### src/rtl/mem_stage_bus_pkg.sv
// Shared definitions for the MEM stage: memory op encodings, exception codes,
// FSM states and CP0 Status/Cause bit positions.
package mem_stage_bus_pkg;

  typedef enum logic [3:0] {
    MEM_NOP = 4'd0,
    MEM_LB  = 4'd1,
    MEM_LBU = 4'd2,
    MEM_LH  = 4'd3,
    MEM_LHU = 4'd4,
    MEM_LW  = 4'd5,
    MEM_SB  = 4'd6,
    MEM_SH  = 4'd7,
    MEM_SW  = 4'd8
  } ram_op_e;

  typedef enum logic [1:0] {
    ST_IDLE  = 2'd0,
    ST_BUSY  = 2'd1,
    ST_DRAIN = 2'd2
  } state_e;

  localparam logic [4:0] EXC_INT  = 5'h00;
  localparam logic [4:0] EXC_ADEL = 5'h04;
  localparam logic [4:0] EXC_ADES = 5'h05;
  localparam logic [4:0] EXC_DBE  = 5'h07;

  localparam int SR_IE  = 0;
  localparam int SR_EXL = 1;
  localparam int SR_IM  = 8;
  localparam int CR_IP  = 8;

  function automatic logic op_is_load(input ram_op_e op);
    return op inside {MEM_LB, MEM_LBU, MEM_LH, MEM_LHU, MEM_LW};
  endfunction

  function automatic logic op_is_store(input ram_op_e op);
    return op inside {MEM_SB, MEM_SH, MEM_SW};
  endfunction

  function automatic logic op_misaligned(input ram_op_e op, input logic [1:0] off);
    logic bad;
    bad = 1'b0;
    case (op)
      MEM_LH, MEM_LHU, MEM_SH: bad = off[0];
      MEM_LW, MEM_SW:          bad = |off;
      default:                 bad = 1'b0;
    endcase
    return bad;
  endfunction

endpackage

### src/rtl/mem_stage_bus_if.sv
// Request/acknowledge data bus between the MEM stage (master) and memory (slave).
interface mem_stage_bus_if #(
  parameter int ADDR_W = 32
) ();
  logic              req;
  logic              we;
  logic [3:0]        be;
  logic [ADDR_W-1:0] addr;
  logic [31:0]       wdata;
  logic              ack;
  logic              err;
  logic [31:0]       rdata;

  modport master (output req, we, be, addr, wdata, input ack, err, rdata);
  modport slave  (input req, we, be, addr, wdata, output ack, err, rdata);
endinterface

### src/rtl/mem_stage_bus_align.sv
// Combinational lane logic: byte enables and replicated store data on the way
// out, lane select and sign/zero extension of load data on the way back.
module mem_align
  import mem_stage_bus_pkg::*;
(
  input  ram_op_e     st_op,
  input  logic [1:0]  st_off,
  input  logic [31:0] st_data,
  output logic [3:0]  be,
  output logic [31:0] bus_wdata,
  input  ram_op_e     ld_op,
  input  logic [1:0]  ld_off,
  input  logic [31:0] rdata,
  output logic [31:0] ld_data
);

  logic [7:0]  byte_sel;
  logic [15:0] half_sel;

  always_comb begin
    be        = 4'b0000;
    bus_wdata = st_data;
    case (st_op)
      MEM_LB, MEM_LBU, MEM_SB: begin
        be        = 4'b0001 << st_off;
        bus_wdata = {4{st_data[7:0]}};
      end
      MEM_LH, MEM_LHU, MEM_SH: begin
        be        = st_off[1] ? 4'b1100 : 4'b0011;
        bus_wdata = {2{st_data[15:0]}};
      end
      MEM_LW, MEM_SW: be = 4'b1111;
      default:        be = 4'b0000;
    endcase
  end

  always_comb begin
    byte_sel = rdata[{ld_off, 3'b000} +: 8];
    half_sel = ld_off[1] ? rdata[31:16] : rdata[15:0];
    case (ld_op)
      MEM_LB:  ld_data = {{24{byte_sel[7]}}, byte_sel};
      MEM_LBU: ld_data = {24'h0, byte_sel};
      MEM_LH:  ld_data = {{16{half_sel[15]}}, half_sel};
      MEM_LHU: ld_data = {16'h0, half_sel};
      default: ld_data = rdata;
    endcase
  end

endmodule

### src/rtl/mem_stage_bus.sv
// MEM pipeline stage: exception priority, bus transfer FSM with timeout, and
// the registered MEM/WB outputs.
//
//   state    | meaning
//   ST_IDLE  | no transfer outstanding; non-mem/excepting instrs retire here
//   ST_BUSY  | request held, waiting for ack, error or timeout
//   ST_DRAIN | flushed mid-transfer; request held until bus completes, result dropped
module mem_stage_bus
  import mem_stage_bus_pkg::*;
#(
  parameter int ADDR_W  = 32,
  parameter int NUM_IRQ = 8,
  parameter int TIMEOUT = 255
) (
  input  logic              clk,
  input  logic              rst,
  input  logic              valid,
  input  logic [3:0]        ram_op,
  input  logic [ADDR_W-1:0] addr,
  input  logic [31:0]       wdata,
  input  logic [31:0]       alu_res,
  input  logic              wr_en,
  input  logic [4:0]        wr_addr,
  input  logic              up_exc_valid,
  input  logic [4:0]        up_exc_code,
  input  logic [31:0]       status,
  input  logic [31:0]       cause,
  input  logic              flush,
  mem_stage_bus_if.master   bus,
  output logic              stall,
  output logic              wb_valid,
  output logic              wb_wr_en,
  output logic [4:0]        wb_wr_addr,
  output logic [31:0]       wb_data,
  output logic              exc_valid,
  output logic [4:0]        exc_code,
  output logic [ADDR_W-1:0] bad_vaddr
);

  localparam int CNT_W = (TIMEOUT < 1) ? 1 : $clog2(TIMEOUT + 1);

  state_e            state, state_next;
  ram_op_e           op, op_q;
  logic [ADDR_W-1:0] addr_q;
  logic              wr_en_q;
  logic [4:0]        wr_addr_q;
  logic [CNT_W-1:0]  cnt;
  logic              timeout;

  logic              irq_pend, adr_err, is_mem, exc_det, ade_sel;
  logic [4:0]        exc_det_code;
  logic              start, retire, done_ok, done_err, drop;

  logic [3:0]        al_be;
  logic [31:0]       al_wdata, al_ld_data;
  logic              unused_bits;

  assign op          = ram_op_e'(ram_op);
  assign unused_bits = ^{status, cause};

  assign irq_pend = (|(status[SR_IM +: NUM_IRQ] & cause[CR_IP +: NUM_IRQ]))
                    & status[SR_IE] & ~status[SR_EXL];
  assign is_mem   = op_is_load(op) | op_is_store(op);
  assign adr_err  = is_mem & op_misaligned(op, addr[1:0]);
  assign exc_det  = valid & (irq_pend | adr_err | up_exc_valid);
  assign ade_sel  = adr_err & ~irq_pend;
  assign timeout  = (cnt == CNT_W'(TIMEOUT));

  always_comb begin
    exc_det_code = up_exc_code;
    if (adr_err)  exc_det_code = op_is_store(op) ? EXC_ADES : EXC_ADEL;
    if (irq_pend) exc_det_code = EXC_INT;
  end

  mem_align u_align (
    .st_op     (op),
    .st_off    (addr[1:0]),
    .st_data   (wdata),
    .be        (al_be),
    .bus_wdata (al_wdata),
    .ld_op     (op_q),
    .ld_off    (addr_q[1:0]),
    .rdata     (bus.rdata),
    .ld_data   (al_ld_data)
  );

  always_ff @(posedge clk) begin
    if (rst) state <= ST_IDLE;
    else     state <= state_next;
  end

  // Stall also drops on timeout so the faulting instruction leaves EX/MEM
  // instead of being re-issued when we return to IDLE.
  always_comb begin
    state_next = state;
    stall      = 1'b0;
    start      = 1'b0;
    retire     = 1'b0;
    done_ok    = 1'b0;
    done_err   = 1'b0;
    drop       = 1'b0;
    case (state)
      ST_IDLE: begin
        if (valid && !flush) begin
          if (is_mem && !exc_det) begin
            stall      = 1'b1;
            start      = 1'b1;
            state_next = ST_BUSY;
          end else begin
            retire = 1'b1;
          end
        end
      end
      ST_BUSY: begin
        stall = ~(bus.ack | timeout);
        if (flush) begin
          stall = 1'b1;
          if (bus.ack || timeout) begin
            drop       = 1'b1;
            state_next = ST_IDLE;
          end else begin
            state_next = ST_DRAIN;
          end
        end else if (bus.ack && !bus.err) begin
          done_ok    = 1'b1;
          state_next = ST_IDLE;
        end else if (bus.ack || timeout) begin
          done_err   = 1'b1;
          state_next = ST_IDLE;
        end
      end
      ST_DRAIN: begin
        stall = 1'b1;
        if (bus.ack || timeout) begin
          drop       = 1'b1;
          state_next = ST_IDLE;
        end
      end
      default: state_next = ST_IDLE;
    endcase
  end

  always_ff @(posedge clk) begin
    if (rst) begin
      bus.req    <= 1'b0;
      bus.we     <= 1'b0;
      bus.be     <= 4'b0000;
      bus.addr   <= '0;
      bus.wdata  <= '0;
      op_q       <= MEM_NOP;
      addr_q     <= '0;
      wr_en_q    <= 1'b0;
      wr_addr_q  <= '0;
      cnt        <= '0;
      wb_valid   <= 1'b0;
      wb_wr_en   <= 1'b0;
      wb_wr_addr <= '0;
      wb_data    <= '0;
      exc_valid  <= 1'b0;
      exc_code   <= '0;
      bad_vaddr  <= '0;
    end else begin
      wb_valid  <= 1'b0;
      wb_wr_en  <= 1'b0;
      exc_valid <= 1'b0;

      if (start) begin
        bus.req   <= 1'b1;
        bus.we    <= op_is_store(op);
        bus.be    <= al_be;
        bus.addr  <= {addr[ADDR_W-1:2], 2'b00};
        bus.wdata <= al_wdata;
        op_q      <= op;
        addr_q    <= addr;
        wr_en_q   <= wr_en;
        wr_addr_q <= wr_addr;
        cnt       <= '0;
      end else if (state != ST_IDLE) begin
        if (done_ok || done_err || drop) bus.req <= 1'b0;
        else if (!timeout)               cnt     <= cnt + CNT_W'(1);
      end

      if (retire) begin
        wb_valid   <= 1'b1;
        wb_wr_en   <= wr_en & ~exc_det;
        wb_wr_addr <= wr_addr;
        wb_data    <= alu_res;
        exc_valid  <= exc_det;
        exc_code   <= exc_det ? exc_det_code : 5'h00;
        if (ade_sel) bad_vaddr <= addr;
      end

      if (done_ok) begin
        wb_valid   <= 1'b1;
        wb_wr_en   <= wr_en_q & op_is_load(op_q);
        wb_wr_addr <= wr_addr_q;
        wb_data    <= al_ld_data;
      end

      if (done_err) begin
        wb_valid   <= 1'b1;
        wb_wr_addr <= wr_addr_q;
        exc_valid  <= 1'b1;
        exc_code   <= EXC_DBE;
        bad_vaddr  <= addr_q;
      end
    end
  end

endmodule

### src/flat_wrapper.sv
// flat-port wrapper written by rule: the top's interface ports become plain ports
module mem_stage_bus_flat import mem_stage_bus_pkg::*;
#(
  parameter int ADDR_W  = 32,
  parameter int NUM_IRQ = 8,
  parameter int TIMEOUT = 255
)
  (clk, rst, valid, ram_op, addr, wdata, alu_res, wr_en, wr_addr, up_exc_valid, up_exc_code, status, cause, flush, stall, wb_valid, wb_wr_en, wb_wr_addr, wb_data, exc_valid, exc_code, bad_vaddr, bus_req, bus_we, bus_be, bus_addr, bus_wdata, bus_ack, bus_err, bus_rdata);
  mem_stage_bus_if #(.ADDR_W(ADDR_W)) bus_i ();
  input  logic clk;
  input  logic rst;
  input  logic valid;
  input  logic [3:0] ram_op;
  input  logic [ADDR_W-1:0] addr;
  input  logic [31:0] wdata;
  input  logic [31:0] alu_res;
  input  logic wr_en;
  input  logic [4:0] wr_addr;
  input  logic up_exc_valid;
  input  logic [4:0] up_exc_code;
  input  logic [31:0] status;
  input  logic [31:0] cause;
  input  logic flush;
  output logic stall;
  output logic wb_valid;
  output logic wb_wr_en;
  output logic [4:0] wb_wr_addr;
  output logic [31:0] wb_data;
  output logic exc_valid;
  output logic [4:0] exc_code;
  output logic [ADDR_W-1:0] bad_vaddr;
  output wire logic [$bits(bus_i.req)-1:0] bus_req;
  output wire logic [$bits(bus_i.we)-1:0] bus_we;
  output wire logic [$bits(bus_i.be)-1:0] bus_be;
  output wire logic [$bits(bus_i.addr)-1:0] bus_addr;
  output wire logic [$bits(bus_i.wdata)-1:0] bus_wdata;
  input wire logic [$bits(bus_i.ack)-1:0] bus_ack;
  input wire logic [$bits(bus_i.err)-1:0] bus_err;
  input wire logic [$bits(bus_i.rdata)-1:0] bus_rdata;
  assign bus_req = bus_i.req;
  assign bus_we = bus_i.we;
  assign bus_be = bus_i.be;
  assign bus_addr = bus_i.addr;
  assign bus_wdata = bus_i.wdata;
  assign bus_i.ack = bus_ack;
  assign bus_i.err = bus_err;
  assign bus_i.rdata = bus_rdata;
  mem_stage_bus #(.ADDR_W(ADDR_W), .NUM_IRQ(NUM_IRQ), .TIMEOUT(TIMEOUT)) u_core (.clk(clk), .rst(rst), .valid(valid), .ram_op(ram_op), .addr(addr), .wdata(wdata), .alu_res(alu_res), .wr_en(wr_en), .wr_addr(wr_addr), .up_exc_valid(up_exc_valid), .up_exc_code(up_exc_code), .status(status), .cause(cause), .flush(flush), .bus(bus_i), .stall(stall), .wb_valid(wb_valid), .wb_wr_en(wb_wr_en), .wb_wr_addr(wb_wr_addr), .wb_data(wb_data), .exc_valid(exc_valid), .exc_code(exc_code), .bad_vaddr(bad_vaddr));
endmodule
### config.mk
export PLATFORM = sky130hd
export DESIGN_NAME = mem_stage_bus_flat
export DESIGN_NICKNAME = d
export VERILOG_FILES = /design/src/rtl/mem_stage_bus_pkg.sv /design/src/rtl/mem_stage_bus_if.sv /design/src/rtl/mem_stage_bus_align.sv /design/src/rtl/mem_stage_bus.sv /design/src/flat_wrapper.sv
export SDC_FILE = /design/constraint.sdc
export NUM_CORES = 1
export LEC_CHECK = 0
export CAP_MARGIN = 25
export CORE_ASPECT_RATIO = 1.4
export CORE_UTILIZATION = 30
export DETAILED_ROUTE_END_ITERATION = 16
export PLACE_DENSITY_LB_ADDON = 0.08
export SYNTH_ARGS = -nofsm -noshare
export SYNTH_HDL_FRONTEND = slang
export SYNTH_SLANG_ARGS = --single-unit
### constraint.sdc
create_clock -name clk -period 3.4 [get_ports clk]
set_clock_uncertainty 0.05 [all_clocks]
set_input_delay 0.68 -clock clk [delete_from_list [all_inputs] [get_ports clk]]
set_output_delay 0.68 -clock clk [all_outputs]
set_load 0.1 [all_outputs]
* Word level (Yosys, flattened, before mapping)
Index checks and enable logic that the tools add are counted.
Operators by class: add/sub/neg operators 1, multiplexer cells 54, shifts and indexed selects 2, bitwise logic cells 18, reduce and logical (&&, ||, !) cells 31, equality and inequality tests 18
Operators with widths (number):
- $mux 32 | 5
- $pmux 32 s4 | 1
- $pmux 32 s2 | 1
- $shiftx 32x6->8 | 1
- $mux 5 | 6
- $mux 1 | 26
- $eq 4x3->1 const B | 6
- $eq 4x2->1 const B | 4
- $mux 16 | 1
- $mux 2 | 6
- $pmux 4 s3 | 1
- $reduce_bool 2->1 | 6
- $reduce_bool 5->1 | 2
- $add 8x1->8 const B | 1
- $and 8x8->8 | 1
- $eq 4x1->1 const B | 2
- $eq 8x8->1 const B | 1
- $reduce_or 2->1 | 4
- $reduce_or 8->1 | 1
- $and 1x1->1 | 7
- $mux 3 | 2
- $not 1->1 | 6
- $pmux 2 s3 | 1
- $reduce_and 2->1 | 3
- other kinds (16) | 29
Storage, ports and cells: input port bits 214, word-level logic and storage cells 143, flip-flop bits (word level) 197, output and inout port bits 148

* Depth between registers and ports, before layout
Gate-level depths: netlist of run 1.
depth after elaboration 15, mapped depth 10, gate-level depth less buffers 8

* Modules after synthesis
A second synthesis of run 1 with hierarchy kept.
Unflattened totals: cell total of the unflattened synthesis 1036, area total of the unflattened synthesis 8748.4 µm²
By module, submodules not included:
- mem_stage_bus | instances 1, area an instance 7463.4 µm², cells each 865
- mem_align | instances 1, area an instance 1285.0 µm², cells each 171

* Worst setup path after synthesis of run 1
OpenSTA, ideal clock, no wires.
path type input -> output, start input status[10], end output stall, stages on the path 9, data arrival time 3.340 ns, path slack -0.670 ns, path buffers 3, data required time 2.670 ns, cells stage by stage a22oi_1 > a41oi_1 > or2_1 > buf_2 > nor4_4 > buf_2 > buf_4 > nor3_1 > nor2_1
Between the ends: cells in the longest elaborated chain, start to end 12
RTL lines:
- from (decl) | line flat_wrapper.sv:21 | input logic [31:0] status;
- $and 8x8->8 | line mem_stage_bus.sv:61 | assign irq_pend = (|(status[SR_IM +: NUM_IRQ] & cause[CR_IP +: NUM_IRQ]))
- $reduce_or 8->1 | line mem_stage_bus.sv:61
- $and 1x1->1 (2 in a row) | line mem_stage_bus.sv:62 | & status[SR_IE] & ~status[SR_EXL];
- $or 1x1->1 (2 in a row) | line mem_stage_bus.sv:65 | assign exc_det = valid & (irq_pend | adr_err | up_exc_valid);
- $and 1x1->1 | line mem_stage_bus.sv:65
- $logic_not 1->1 | line mem_stage_bus.sv:105 | if (is_mem && !exc_det) begin
- $logic_and 1x1->1 | line mem_stage_bus.sv:105
- $mux 1 | line mem_stage_bus.sv:105
- $mux 1 | line mem_stage_bus.sv:104 | if (valid && !flush) begin
- $pmux 1 s3 | line mem_stage_bus.sv:102 | case (state)
- to (decl) | line flat_wrapper.sv:24 | output logic stall;
Every way passes these cells.

* Worst setup path in the final report of run 1
start input status[14], end output stall
The elaborated chain is that of the path after synthesis.

==> flow_summary.toml, run 1 <==
[power_and_ir_drop]
comb_power_share_pct = 21.0
p_sw_w = 0.001534
seqPwrFrac_pct = 40.0
switching_share_pct = 30.06
clkPwrFrac_pct = 39.0
p_total_w = 0.005105
p_int_w = 0.003571
power.density_nw_per_um2 = 439.6
vdd_drop_max_mv = 0.3692
leakage_nw = 4.808

[floorplan]
dieArea_um2 = 27160
num_rows = 70
ioPinCount = 362
initial_core_util_pct = 30.46
die_w_um = 139.6
die_h_um = 194.6
core_area_um2 = 26100

[global_route]
antenna_found_initial = 7
gr-total-overflow = 0
grt_max_degree = 46
grt_pass1_wl_mm = 40.88
grt_pass1_vias = 7114
track_usage_pct = 19.35

[timing]
report.final.setup_viol = 0
worstMarginPinSlew_ns = 0.9763
rsz0062_at_grt = "false"
period_share_pct = 95.61
min_period_ns = 3.251
hold-worst-slack_ns = 0.4176
slew_headroom_pct = 34.71
maxSlewViolCount = 0
fmax_ghz = 0.3076
hold_viol = 0
setup_slack_ns = 0.1494

[layout]
drive_above_1_share_pct = 23.09
num-nets-final = 1280
areaGrowthSynthToFinish_pct = 46.08
fin_util_pct = 44.50

[logic_synthesis]
synthFlopType = "dfxtp_1"
async_flop_share_pct = 0
synth_common_cells = "167 x dfxtp_1, 92 x mux2i_1, 61 x a22o_1"
synth_area_leader_cell = "dfxtp_1"
synthAdderAreaFrac_pct = 0.7869
synth-simple-area-share_pct = 9.097
syn_area_per_cell_um2 = 10.10
synth_edf_count = 0
ys.warnings.count = 0
netlist_area_um2 = 7950
synth_top_family_by_area = "compound AO/OA/AOI/OAI gates"
yosysUniqueCellTypes = 68
yosys.area.top_type_share_pct = 42.05
synthTopCellsByArea = "dfxtp_1 42%, mux2i_1 12%, a22o_1 6.7%"
yosysMostFrequentCell = "dfxtp_1"
synth_seq_cells = 167
ys_seq_area_share_pct = 42.05
synth_cells = 787
synthMuxAreaShare_pct = 12.72
synth_compound_area_share_pct = 26.03
synthXorXnorAreaFrac_pct = 0.8813

[routing]
routed_wl_mm = 26.32
drc = 0
ant_nets = 0
drtPass1Iterations = 4
routed_via_density = 5.031
drt_iter0_markers = 238
num_vias = 7069
wl_per_cell_um = 18.73

[clock_tree]
root_buffer = "clkbuf_16"
cts_made_buffers = 17
htreeDepth = 4
clockBufferDepth = 2
cts_num_sinks = 167
clk_pin_slew_worst_paths_ns = 0.07
clk_latency_ns = 0.43
cts_tree = "built"
post_cts_buffers = 0

[worst_setup_path]
start_kind = "input port"
reg2reg_from = "u_core.op_q[2]$_SDFFE_PP0P_"
r2r_slack_ns = 0.76
crit_chain = "clkdlybuf4s50_1, a22oi_2, a41oi_2, or2_4, nor4_4, nor3_2, nor2_4, buf_12"
path_class = "in2out"
cpPeakStageDelay_ns = 0.41
endpoint_kind = "primary output"
r2r-end = "u_core.wb_data[0]$_SDFFE_PP0P_"
reg2reg_depth = 6
worst-endpoint-required_ns = 2.67
cp_max_fo = 2
arrival_ns = 2.52
cpMaxStageDelayCell = "clkdlybuf4s50_1"

[job]
cap_violations = 0

[hold_path]
hold_path_depth = 1
hold_end = "u_core.bus.wdata[8]$_SDFFE_PP0P_"
hp-class = "reg2reg"
hp-start = "u_core.bus.wdata[8]$_SDFFE_PP0P_"

[place]
port_buffers = 313
gp_congestion = 0.7732
place_hpwl_mm = 19.25
post-place-ws_ns = -0.1052

[outcome]
status = "complete, no violations"
sequential cells by signal, summed over array words and instances (netlist names):
register           count
u_core.wb_wr_addr      5
u_core.wb_wr_en        1
u_core.bus.be          4
u_core.exc_code        5
u_core.wb_valid        1
u_core.cnt             8
u_core.wr_en_q         1
u_core.wb_data        32
u_core.wr_addr_q       5
u_core.bus.wdata      32
u_core.bad_vaddr      32
u_core.op_q            4
u_core.addr_q         32
u_core.state           2
u_core.bus.we          1
u_core.exc_valid       1
u_core.bus.req         1
worst max-delay path: cells and delay by family:
kind	cells	cell delay, ns
simple gates	4	0.87
compound gates	2	0.37
buf+inv	2	0.59
cell families (layout without fill, tap and decap cells):
kind of cell | count (synthesis) | after routing
AO/OA/AOI/OAI | 256 | 256
XOR/XNOR | 8 | 8
adder cells (fa/ha/maj) | 5 | 5
buffers and inverters | 107 | 393
flip-flops | 167 | 167
multiplexers | 99 | 99
other | 1 | 9
AND/OR/NAND/NOR | 144 | 144
through the flow:
stage | instance area (um^2) | TNS [ns] | std cells
after global placement | 10930 | -0.09457 | 1367
after detailed placement | 10930 | -0.1052 | 1367
after CTS | 11550 | 0 | 1399
after floorplan | 7961 | 0 | 788
final | 11610 | 0 | 1405
after global routing | 11610 | 0 | 1405
power groups by stage:
| stage | Clock [W] | Sequential [W] | Combinational [W] |
|---|---|---|---|
| 2_1_floorplan | 0 | 0.00241 | 0.000362 |
| 3_3_place_gp | 0 | 0.00209 | 0.00108 |
| 3_5_place_dp | 0 | 0.00209 | 0.00108 |
| 4_1_cts | 0.00206 | 0.00204 | 0.00108 |
| 5_1_grt | 0.00214 | 0.00205 | 0.00113 |
| 6_report | 0.00199 | 0.00204 | 0.00107 |
how the worst max path moves through the flow:
stage	startpoint	end	slack [ns]	cells past startpoint
finish	status[14]	stall	0.15	8
global route	status[14]	stall	0.07	8
CTS	status[8]	stall	0.08	9
detailed placement	status[8]	stall	-0.11	9
global placement	status[12]	stall	-0.09	9
floorplan	status[10]	stall	0.09	9
what timing repair did:
action	4_1_cts	5_1_grt
endpoints found under the setup margin	1	1
hold endpoints to repair	0	0
hold buffers	0	0
gates resized for setup	7	18
pin swaps	2	9
cell type report:
class	instances	area [um^2]
antenna	7	17.52
clock buffer	23	488.0
clock inverter	9	116.4
fill	2575	14490
inverter	11	41.29
multi-input combinational	514	4014
sequential	167	3343
tap	324	405.4
timing repair buffer	350	3188
per-layer routing:
layer,wire length [um],track usage (%),vias up
met2,13310,33.35,221
met3,1286,4.237,34
li1,-,-,3487
met4,619,8.262,0
met5,0,0,-
met1,11100,23.03,3327
layout by cell type, fill, tap and decap left out, types with 23 or more instances in the layout:
cell / n
mux2i_1: 92
a22o_1: 61
a211oi_1: 23
buf_4: 167
nor2_1: 53
clkdlybuf4s50_1: 157
o2bb2ai_1: 49
nand2_1: 37
dfxtp_1: 167
a21oi_1: 30
No activity file was read; power rests on OpenSTA's default activity.
==> run 2, diff against run 1 <==
Settings changed: HOLD_SLACK_MARGIN set to 0.03.
==> results of run 2 <==
No change in the layout: final DEF, timing and power equal those of run 1.
==> run 3, diff against run 2 <==
Settings changed: CORE_ASPECT_RATIO 1.4 to not set.
==> run 3 against run 2 <==
Setup slack better by 0.092 ns. Sequential share of layout area up 0.096 points. Power decreased by 1.6%. Combinational power about the same. First-iteration DRC count up 62%. Final cell count is 0.78% higher. Largest power group unchanged. Highest routed layer unchanged. Global-route usage decreased by 0.39 points. Clock power fell by 4%. Sequential power about the same. Critical endpoint unchanged. Maximum frequency grew 2.9%.
==> flow_summary.toml, run 3 (synthesized netlist as in run 1, its figures left out) <==
[global_route]
grt_pass1_wl_mm = 39.68
grt_max_degree = 38
track_usage_pct = 18.96
grt_pass1_vias = 6898
gr-total-overflow = 0
antenna_found_initial = 3

[floorplan]
dieArea_um2 = 27160
die_h_um = 164.8
core_area_um2 = 26060
initial_core_util_pct = 30.51
ioPinCount = 362
num_rows = 59
die_w_um = 164.8

[clock_tree]
clk_pin_slew_worst_paths_ns = 0.08
htreeDepth = 4
cts_num_sinks = 167
clockBufferDepth = 2
cts_made_buffers = 17
post_cts_buffers = 0
clk_latency_ns = 0.42
cts_hold_buf = 0
root_buffer = "clkbuf_16"
cts_tree = "built"

[place]
gp_congestion = 0.7671
port_buffers = 313
place_hpwl_mm = 19.14
dp_cells = 1380
post-place-ws_ns = 0.03169

[layout]
mostFrequentLayoutCells = "170 x buf_4, 167 x clkdlybuf4s50_1, 167 x dfxtp_1"
fillers = 2585
num-nets-final = 1283
multi_input_area_um2 = 3984
seq_area_um2 = 3343
fin_cells = 1416
areaGrowthSynthToFinish_pct = 45.59
drive_above_1_share_pct = 23.12
final_common_cell = "buf_4"

[routing]
drt_iter0_markers = 386
num_vias = 6997
routed_wl_mm = 26.14
ant_nets = 0
wl_per_cell_um = 18.46
drtPass1Iterations = 5
drc = 0
routed_via_density = 4.941

[outcome]
status = "complete, no violations"

[power_and_ir_drop]
leakage_nw = 4.739
power.density_nw_per_um2 = 434.0
vdd_drop_max_mv = 0.2192

[timing]
min_period_ns = 3.159
maxSlewViolCount = 0
report.final.setup_viol = 0
rsz0062_at_grt = "false"
worstMarginPinSlew_ns = 0.9606
setup_slack_ns = 0.2410
period_share_pct = 92.91
slew_headroom_pct = 35.76
fmax_ghz = 0.3166
hold_viol = 0
fin_setup_tns_ns = 0

[job]
cap_violations = 0

[worst_setup_path]
arrival_ns = 2.43
cp_max_fo = 2
endpoint_kind = "primary output"
path_class = "in2out"
worst-endpoint-required_ns = 2.67
start_kind = "input port"

[hold_path]
hp-class = "reg2reg"
## run 3: cell count changes in the layout (fill, tap and decap cells not counted), sizes merged
cell | previous run | this run
clkdlybuf4s50 | 157 | 167
dlymetal6s2s | 13 | 5
clkbuf | 23 | 17
buf | 176 | 181
dlygate4sd2 | 4 | 0
inv | 12 | 16
diode | 7 | 4
clkinv | 5 | 7
bufinv | 2 | 1
clkinvlp | 1 | 2
## run 3: what timing repair did
item,in CTS,in global routing
gates resized for setup,0,8
endpoints found under the setup margin,0,1
endpoints found under the hold margin,0,0
## run 3: metal layers
layer	GRT usage (%)	vias to the layer above	wire length [um]
li1	-	3483	-
met1	24.73	3294	11650
met2	31.02	205	12510
met3	5.123	15	1706
met4	4.295	0	265
met5	0	-	0
## run 3: power breakdown
group / internal (W) / switching [W] / total [W]
sequential: 0.00201 / 0.0000327 / 0.00204
clock: 0.00103 / 0.000880 / 0.00191
combinational: 0.000395 / 0.000678 / 0.00107
## run 3: layout make-up
| type | instances | area share (%) |
|---|---|---|
| sequential | 167 | 28.88 |
| clock inverter | 15 | 1.254 |
| clock buffer | 17 | 3.675 |
| antenna | 4 | 0.08648 |
| timing repair buffer | 353 | 27.71 |
| multi-input combinational | 514 | 34.42 |
| tap | 335 | 3.621 |
| inverter | 11 | 0.3567 |
## run 3: final timing paths
path	start	endpoint	slack, ns	cells after the start
min	u_core.bus.wdata[31]$_SDFFE_PP0P_	u_core.bus.wdata[31]$_SDFFE_PP0P_	0.42	1
min reg2reg	u_core.bus.wdata[31]$_SDFFE_PP0P_	u_core.bus.wdata[31]$_SDFFE_PP0P_	0.42	1
max	status[10]	stall	0.24	8
max reg2reg	u_core.state[0]$_SDFFE_PP0P_	u_core.bus.wdata[1]$_SDFFE_PP0P_	0.69	9
## run 3: critical path, stage by stage
cell and delay (ns):
clkdlybuf4s50_1 0.40, a22oi_1 0.19, a41oi_1 0.21, or2_1 0.30, nor4_4 0.25, nor3_2 0.10
nor2_4 0.11, buf_12 0.18
## run 3: per-stage QoR
stage	util (%)	power [W]	hold slack, ns	area (um^2)
6_report	44.42	0.005023	0.4179	11570
5_1_grt	44.40	0.005233	0.4354	11570
4_1_cts	44.29	0.005092	0.4227	11540
3_5_place_dp	42.10	0.003165	0.4011	10970
3_3_place_gp	42.10	0.003164	0.3957	10970
2_1_floorplan	-	0.002771	0.3990	7961
